File: src/rtl/c2_pkg.sv
// Shared types and protocol constants for the C2 command dispatcher.
package c2_pkg;

    typedef enum logic [1:0] {
        IDLE  = 2'd0,
        ACK   = 2'd1,
        GRANT = 2'd2,
        NAK   = 2'd3
    } c2_hub_state_e;

    localparam logic [7:0] C2_CMD_BASE = 8'h40;
    localparam logic [7:0] C2_ACK_BYTE = 8'h06;
    localparam logic [7:0] C2_NAK_CMD  = 8'h15;
    localparam logic [7:0] C2_NAK_TMO  = 8'h18;

endpackage

File: src/rtl/c2_watchdog.sv
// Session inactivity watchdog: counts enabled idle cycles, flags expiry at TIMEOUT_CYC-1.
// A TIMEOUT_CYC of zero removes the counter entirely.
module c2_watchdog #(
    parameter int unsigned TIMEOUT_CYC = 1_000_000
) (
    input  logic clk_i,
    input  logic rst_ni,
    input  logic clear_i,
    input  logic en_i,
    output logic expired_o
);

    if (TIMEOUT_CYC == 0) begin : g_off
        logic unused_inputs;
        assign unused_inputs = ^{clk_i, rst_ni, clear_i, en_i};
        assign expired_o     = 1'b0;
    end else begin : g_on
        localparam int unsigned CW = $clog2(TIMEOUT_CYC + 1);
        localparam logic [CW-1:0] LAST = CW'(TIMEOUT_CYC - 1);

        logic [CW-1:0] cnt_q, cnt_d;

        // Saturates at LAST so a stalled FSM can never see the count wrap.
        always_comb begin
            cnt_d = cnt_q;
            if (clear_i) begin
                cnt_d = '0;
            end else if (en_i && (cnt_q != LAST)) begin
                cnt_d = cnt_q + CW'(1);
            end
        end

        always_ff @(posedge clk_i or negedge rst_ni) begin
            if (!rst_ni) begin
                cnt_q <= '0;
            end else begin
                cnt_q <= cnt_d;
            end
        end

        assign expired_o = en_i && (cnt_q == LAST);
    end

endmodule

File: src/rtl/c2_dispatch_hub.sv
// C2 command dispatcher: decodes a command byte, ACK/NAKs it, optionally pulses a core
// soft reset, then grants one unit exclusive RX/TX until it finishes or goes idle too long.
module c2_dispatch_hub
    import c2_pkg::*;
#(
    parameter int unsigned          N_UNITS     = 3,
    parameter int unsigned          N_MODES     = 2,
    parameter logic [7:0]           CMD_BASE    = C2_CMD_BASE,
    parameter logic [N_UNITS-1:0]   RESET_MASK  = 3'b011,
    parameter int unsigned          RESET_CYC   = 4,
    parameter int unsigned          TIMEOUT_CYC = 1_000_000,
    parameter logic [7:0]           ACK_BYTE    = C2_ACK_BYTE,
    parameter logic [7:0]           NAK_CMD     = C2_NAK_CMD,
    parameter logic [7:0]           NAK_TMO     = C2_NAK_TMO
) (
    input  logic                     clk_i,
    input  logic                     rst_ni,
    input  logic [7:0]               rx_data_i,
    input  logic                     rx_valid_i,
    output logic [7:0]               tx_data_o,
    output logic                     tx_start_o,
    input  logic                     tx_done_i,
    output logic [N_UNITS-1:0]       grant_o,
    output logic [((N_MODES > 1) ? $clog2(N_MODES) : 1)-1:0] mode_o,
    output logic [N_UNITS-1:0]       unit_rx_valid_o,
    input  logic [8*N_UNITS-1:0]     unit_tx_data_i,
    input  logic [N_UNITS-1:0]       unit_tx_start_i,
    input  logic [N_UNITS-1:0]       unit_done_i,
    output logic [N_UNITS-1:0]       unit_abort_o,
    output logic                     soft_reset_o,
    output logic                     busy_o
);

    localparam int unsigned UW        = (N_UNITS > 1) ? $clog2(N_UNITS) : 1;
    localparam int unsigned MODE_BITS = $clog2(N_MODES);
    localparam int unsigned MW        = (MODE_BITS > 0) ? MODE_BITS : 1;
    localparam int unsigned N_CMDS    = N_UNITS * N_MODES;
    localparam int unsigned RW        = $clog2(RESET_CYC + 1);

    c2_hub_state_e      state_q, state_d;
    logic [UW-1:0]      unit_q, unit_d;
    logic [MW-1:0]      mode_q, mode_d;
    logic [7:0]         tx_data_q, tx_data_d;
    logic               tx_start_q, tx_start_d;
    logic [N_UNITS-1:0] abort_q, abort_d;
    logic [RW-1:0]      srst_cnt_q, srst_cnt_d;
    logic               soft_reset_q, soft_reset_d;
    logic               inflight_q, inflight_d;
    logic               byte_done_q, byte_done_d;
    logic               nak_sent_q, nak_sent_d;

    logic [7:0]         cmd_idx;
    logic               cmd_valid;
    logic [UW-1:0]      cmd_unit;
    logic [MW-1:0]      cmd_mode;
    logic               cmd_rst;

    logic [N_UNITS-1:0] grant_oh;
    logic [7:0]         sel_tx_data;
    logic               sel_tx_start;
    logic               sel_done;
    logic               in_grant;
    logic               activity;
    logic               wd_clear;
    logic               wd_expired;
    logic               timeout;

    // Command decode; the subtraction wraps, so the >= check rejects bytes below the base.
    always_comb begin
        cmd_idx   = rx_data_i - CMD_BASE;
        cmd_valid = (rx_data_i >= CMD_BASE) && ({1'b0, cmd_idx} < 9'(N_CMDS));
        cmd_unit  = UW'(cmd_idx >> MODE_BITS);
        cmd_mode  = MW'(cmd_idx & 8'(N_MODES - 1));
        cmd_rst   = 1'b0;
        for (int unsigned u = 0; u < N_UNITS; u++) begin
            if (cmd_unit == UW'(u)) begin
                cmd_rst = RESET_MASK[u];
            end
        end
    end

    // Granted-unit selection: one-hot grant and the granted unit's TX/done signals.
    always_comb begin
        grant_oh     = '0;
        sel_tx_data  = '0;
        sel_tx_start = 1'b0;
        for (int unsigned u = 0; u < N_UNITS; u++) begin
            if (unit_q == UW'(u)) begin
                grant_oh[u]  = 1'b1;
                sel_tx_data  = unit_tx_data_i[8*u +: 8];
                sel_tx_start = unit_tx_start_i[u];
            end
        end
        sel_done = |(unit_done_i & grant_oh);
    end

    assign in_grant = (state_q == GRANT);
    assign activity = rx_valid_i || sel_tx_start || tx_done_i;
    assign wd_clear = !in_grant || activity;
    assign timeout  = wd_expired && !activity;

    c2_watchdog #(
        .TIMEOUT_CYC(TIMEOUT_CYC)
    ) u_watchdog (
        .clk_i    (clk_i),
        .rst_ni   (rst_ni),
        .clear_i  (wd_clear),
        .en_i     (in_grant),
        .expired_o(wd_expired)
    );

    // Next-state and registered-output logic.
    always_comb begin
        state_d     = state_q;
        unit_d      = unit_q;
        mode_d      = mode_q;
        tx_data_d   = tx_data_q;
        tx_start_d  = 1'b0;
        abort_d     = '0;
        byte_done_d = byte_done_q;
        nak_sent_d  = nak_sent_q;
        srst_cnt_d  = srst_cnt_q;
        inflight_d  = inflight_q;

        if (srst_cnt_q != '0) begin
            srst_cnt_d = srst_cnt_q - RW'(1);
        end

        // A unit byte is in flight from its start until the UART reports completion.
        if (tx_done_i) begin
            inflight_d = 1'b0;
        end
        if (in_grant && sel_tx_start) begin
            inflight_d = 1'b1;
        end

        case (state_q)
            IDLE: begin
                if (rx_valid_i) begin
                    unit_d      = cmd_unit;
                    mode_d      = cmd_mode;
                    tx_start_d  = 1'b1;
                    byte_done_d = 1'b0;
                    if (cmd_valid) begin
                        tx_data_d = ACK_BYTE;
                        state_d   = ACK;
                        if (cmd_rst) begin
                            srst_cnt_d = RW'(RESET_CYC);
                        end
                    end else begin
                        tx_data_d  = NAK_CMD;
                        nak_sent_d = 1'b1;
                        state_d    = NAK;
                    end
                end
            end
            ACK: begin
                if (tx_done_i) begin
                    byte_done_d = 1'b1;
                end
                // The grant must not overlap the soft-reset pulse.
                if ((tx_done_i || byte_done_q) && (srst_cnt_d == '0)) begin
                    state_d = GRANT;
                end
            end
            GRANT: begin
                if (sel_done) begin
                    state_d = IDLE;
                end else if (timeout) begin
                    state_d = NAK;
                    abort_d = grant_oh;
                    if (!inflight_d) begin
                        tx_start_d = 1'b1;
                        tx_data_d  = NAK_TMO;
                        nak_sent_d = 1'b1;
                    end else begin
                        nak_sent_d = 1'b0;
                    end
                end
            end
            NAK: begin
                if (!nak_sent_q) begin
                    if (!inflight_d) begin
                        tx_start_d = 1'b1;
                        tx_data_d  = NAK_TMO;
                        nak_sent_d = 1'b1;
                    end
                end else if (tx_done_i) begin
                    state_d = IDLE;
                end
            end
            default: begin
                state_d = IDLE;
            end
        endcase

        soft_reset_d = (srst_cnt_d != '0);
    end

    always_ff @(posedge clk_i or negedge rst_ni) begin
        if (!rst_ni) begin
            state_q      <= IDLE;
            unit_q       <= '0;
            mode_q       <= '0;
            tx_data_q    <= '0;
            tx_start_q   <= 1'b0;
            abort_q      <= '0;
            srst_cnt_q   <= '0;
            soft_reset_q <= 1'b0;
            inflight_q   <= 1'b0;
            byte_done_q  <= 1'b0;
            nak_sent_q   <= 1'b0;
        end else begin
            state_q      <= state_d;
            unit_q       <= unit_d;
            mode_q       <= mode_d;
            tx_data_q    <= tx_data_d;
            tx_start_q   <= tx_start_d;
            abort_q      <= abort_d;
            srst_cnt_q   <= srst_cnt_d;
            soft_reset_q <= soft_reset_d;
            inflight_q   <= inflight_d;
            byte_done_q  <= byte_done_d;
            nak_sent_q   <= nak_sent_d;
        end
    end

    // During a grant the UART is owned by the unit, so its TX path bypasses the hub registers.
    assign grant_o         = in_grant ? grant_oh : '0;
    assign mode_o          = in_grant ? mode_q : '0;
    assign unit_rx_valid_o = (in_grant && rx_valid_i) ? grant_oh : '0;
    assign tx_data_o       = in_grant ? sel_tx_data : tx_data_q;
    assign tx_start_o      = in_grant ? sel_tx_start : tx_start_q;
    assign unit_abort_o    = abort_q;
    assign soft_reset_o    = soft_reset_q;
    assign busy_o          = (state_q != IDLE);

endmodule

File: config.mk
export PLATFORM = sky130hd
export DESIGN_NAME = c2_dispatch_hub
export DESIGN_NICKNAME = d
export VERILOG_FILES = /design/src/rtl/c2_pkg.sv /design/src/rtl/c2_watchdog.sv /design/src/rtl/c2_dispatch_hub.sv
export SDC_FILE = /design/constraint.sdc
export NUM_CORES = 1
export LEC_CHECK = 0
export BUFFER_PORTS_ARGS = -buffer_cell sky130_fd_sc_hd__buf_4
export CAP_MARGIN = 20
export CORE_ASPECT_RATIO = 0.75
export CORE_UTILIZATION = 58
export CTS_CLUSTER_DIAMETER = 150
export DETAILED_ROUTE_END_ITERATION = 8
export GPL_ROUTABILITY_DRIVEN = 0
export MAX_ROUTING_LAYER = met4
export PLACE_DENSITY = 0.95
export SLEW_MARGIN = 10
export SYNTH_ARGS = -nofsm -noshare
export SYNTH_HDL_FRONTEND = slang
export SYNTH_HIERARCHICAL = 1
export SYNTH_SLANG_ARGS = --single-unit
File: constraint.sdc
create_clock -name clk_i -period 4.5 [get_ports clk_i]
set_input_delay 0.45 -clock clk_i [delete_from_list [all_inputs] [get_ports clk_i]]
set_output_delay 0.45 -clock clk_i [all_outputs]
set_load 0.005 [all_outputs]
==> out/qor.yml <==
clock_network:
  numCtsBuffers: 5
  cts_sinks: 41
  clock_path_buffers: 2
  insertion_delay_ps: 300
  cts_resized: 0
  ctsHoldBuffers: 0
  cts_tree: "yes"
  clk_pin_slew_worst_paths_ps: 90
  ctsHtreeMaxLevel: 2
  root_buffer: "clkbuf_8"
  postCtsSetupBuffers: 0
synthesis:
  yosysMostFrequentCell: "dfrtp_1"
  synth_fp_nets: 337
  synth_top_area_share: 0.395
  syn_area_per_cell_um2: 8.92
  synth-seq-cells: 41
  synth-seq-area-share: 0.395
  syn_inst: 291
  async_flop_share: 1.00
  synth_cell_types: 56
  synth.area.top_cells: "dfrtp_1, nor2_1, nand2_1, a21oi_1, mux2i_1"
  synth_edf_count: 0
  yosysTopAreaCell: "dfrtp_1"
  netlist_area_um2: 2590
  synth_ff_type: "dfrtp_1"
  synthTopCellsByCount: "dfrtp_1, nor2_1, nand2_1, a21oi_1, o21ai_0"
  yosysWarnings: 6
place:
  portBuffers: 62
  place_ws_ps: 1580
  hpwl_um: 5270
floorplanning:
  die_h_um: 59.9
  initial_core_util: 0.621
  die_w_um: 79.2
  ios: 63
  core_area_um2: 4180
  row_count: 20
  die-area_um2: 4750
critical_path:
  crit_path_start_kind: "flop"
  critPathRequiredTime_ps: 4660
  worstPathCellList: "or2b_1 > inv_2 > nand4_1 > nor2_1 > nor4b_1 > o211ai_1 > o21ai_1 > o22ai_1"
  cp_max_fo: 19
  crit_arrival_ps: 3160
  cp_slowest_cell: "dfrtp_1"
  slowest_delay_ps: 530
  crit_type: "flop to flop"
  crit_path_end_kind: "flop"
  ff2ff_setup_slack_ps: 1500
global_route:
  grt_util_met1: 0.457
  use_met3: 0.0458
  grt_use_total: 0.328
  globalRouteMet2Util: 0.505
  antenna_found_initial: 0
  top_usage_layer: "met2"
  grt_max_degree: 42
  grt_overflow: 0
  grt_pass1_vias: 2249
  grt_pass1_wl_um: 11300
routing:
  via_count: 2446
  dr.pass1.iters: 5
  drt_wl_total_um: 7060
  antenna_left: 0
  vias_per_cell: 6.10
  drt_iter0_markers: 230
  post-route-drc-count: 0
  post_drt_wl_per_cell_um: 17.6
sta:
  finClkSkew_ps: 12.6
  finalSetupViolations: 0
  slew_violations: 0
  setup_slack_ps: 1500
  tns_ps: 0
  slew_headroom: 0.482
  final-hold-violation-count: 0
  rsz0062_at_grt: "false"
  post-route-period-util: 0.667
  fmax_ghz: 0.333
  worstMarginPinSlew_ps: 776
  min_period_ps: 3000
pwr:
  ir_worst_vdd_uv: 480
  power.total_uw: 1380
  leakage_uw: 0.00140
  power.density_nw_per_um2: 436
cells_and_area:
  fin_nets: 391
  drive_above_1_share: 0.263
  area_delta_synth_final_pct: 21.9
  antenna_cells: 0
hold_path:
  hp-class: "input port to async pin"
status:
  status: "completed"
flow_run:
  maxCapViolations: 0
==> metrics by stage <==
stage | cells | utilization | hold slack, ps | cell area (um2)
final | 401 | 0.757 | 112 | 3160
after global routing | 401 | 0.757 | 144 | 3160
after CTS | 401 | 0.757 | 131 | 3160
after detailed placement | 393 | 0.728 | 457 | 3040
after global placement | 393 | 0.728 | 451 | 3040
after floorplan | 291 | - | 154 | 2590
==> critical path: cells and delay by family, from the launching register on <==
family,cells,cell delay (ps)
and+or+nand+nor,4,1380
AOI/OAI and AO/OA,3,560
DFF,1,530
buffers and inverters,1,390
==> cell usage in the layout, fill, tap and decap left out, types with 6 or more instances in the layout <==
master	count
or3_1	9
dfrtp_1	41
nand2_1	29
nor3_1	6
mux2i_1	10
clkbuf_8	6
inv_1	13
a21oi_1	20
buf_4	62
xor2_1	6
o21ai_0	15
nor2_1	33
nor2b_1	7
==> cells by family (layout without fill, tap and decap cells) <==
| family | count (synthesis) | count (layout) | synth area share |
|---|---|---|---|
| mux | 10 | 10 | 0.0386 |
| xor+xnor | 11 | 11 | 0.0371 |
| flops | 41 | 41 | 0.395 |
| fa+ha+maj | 4 | 4 | 0.0193 |
| simple gates | 127 | 127 | 0.258 |
| buf+inv | 29 | 84 | 0.0530 |
| compound gates | 69 | 69 | 0.199 |
==> power breakdown <==
part | switching (uW) | internal, uW | total (uW)
registers | 104 | 420 | 524
logic | 295 | 246 | 542
clock network | 135 | 180 | 315
==> cell type report <==
type	count	area (um2)
Multi-Input combinational cell	221	1430
Fill cell	293	1010
Timing Repair Buffer	62	465
Sequential cell	41	1030
Tap cell	55	68.8
Inverter	14	52.6
Clock buffer	6	82.6
Clock inverter	2	37.5
==> metal layers <==
layer | part of all wire | vias up
li1 | - | 1138
met1 | 0.45 | 1197
met3 | 0.062 | 11
met4 | 0.015 | 0
met5 | 0 | -
met2 | 0.47 | 100
==> final timing paths <==
path                                            endpoint         start  cells past startpoint
worst max-delay path                        tx_data_q[1]    state_q[0]                      8
worst min-delay path            u_watchdog/g_on.cnt_q[2]        rst_ni                      1
worst max register to register              tx_data_q[1]    state_q[0]                      8
worst min register to register              tx_data_q[4]  tx_data_q[4]                      1
max in group asynchronous                    byte_done_q        rst_ni                      1
min in group clk_i                             unit_q[0]  rx_data_i[1]                      3
==> flip-flops by register name, summed over array words and instances, names as in the netlist <==
name / cells
soft_reset_o: 1
u_watchdog/g_on.cnt_q: 20
mode_q: 1
state_q: 2
tx_data_q: 5
inflight_q: 1
unit_abort_o: 3
unit_q: 2
srst_cnt_q: 3
byte_done_q: 1
tx_start_q: 1
nak_sent_q: 1
Power figures use the tool's default switching activity.
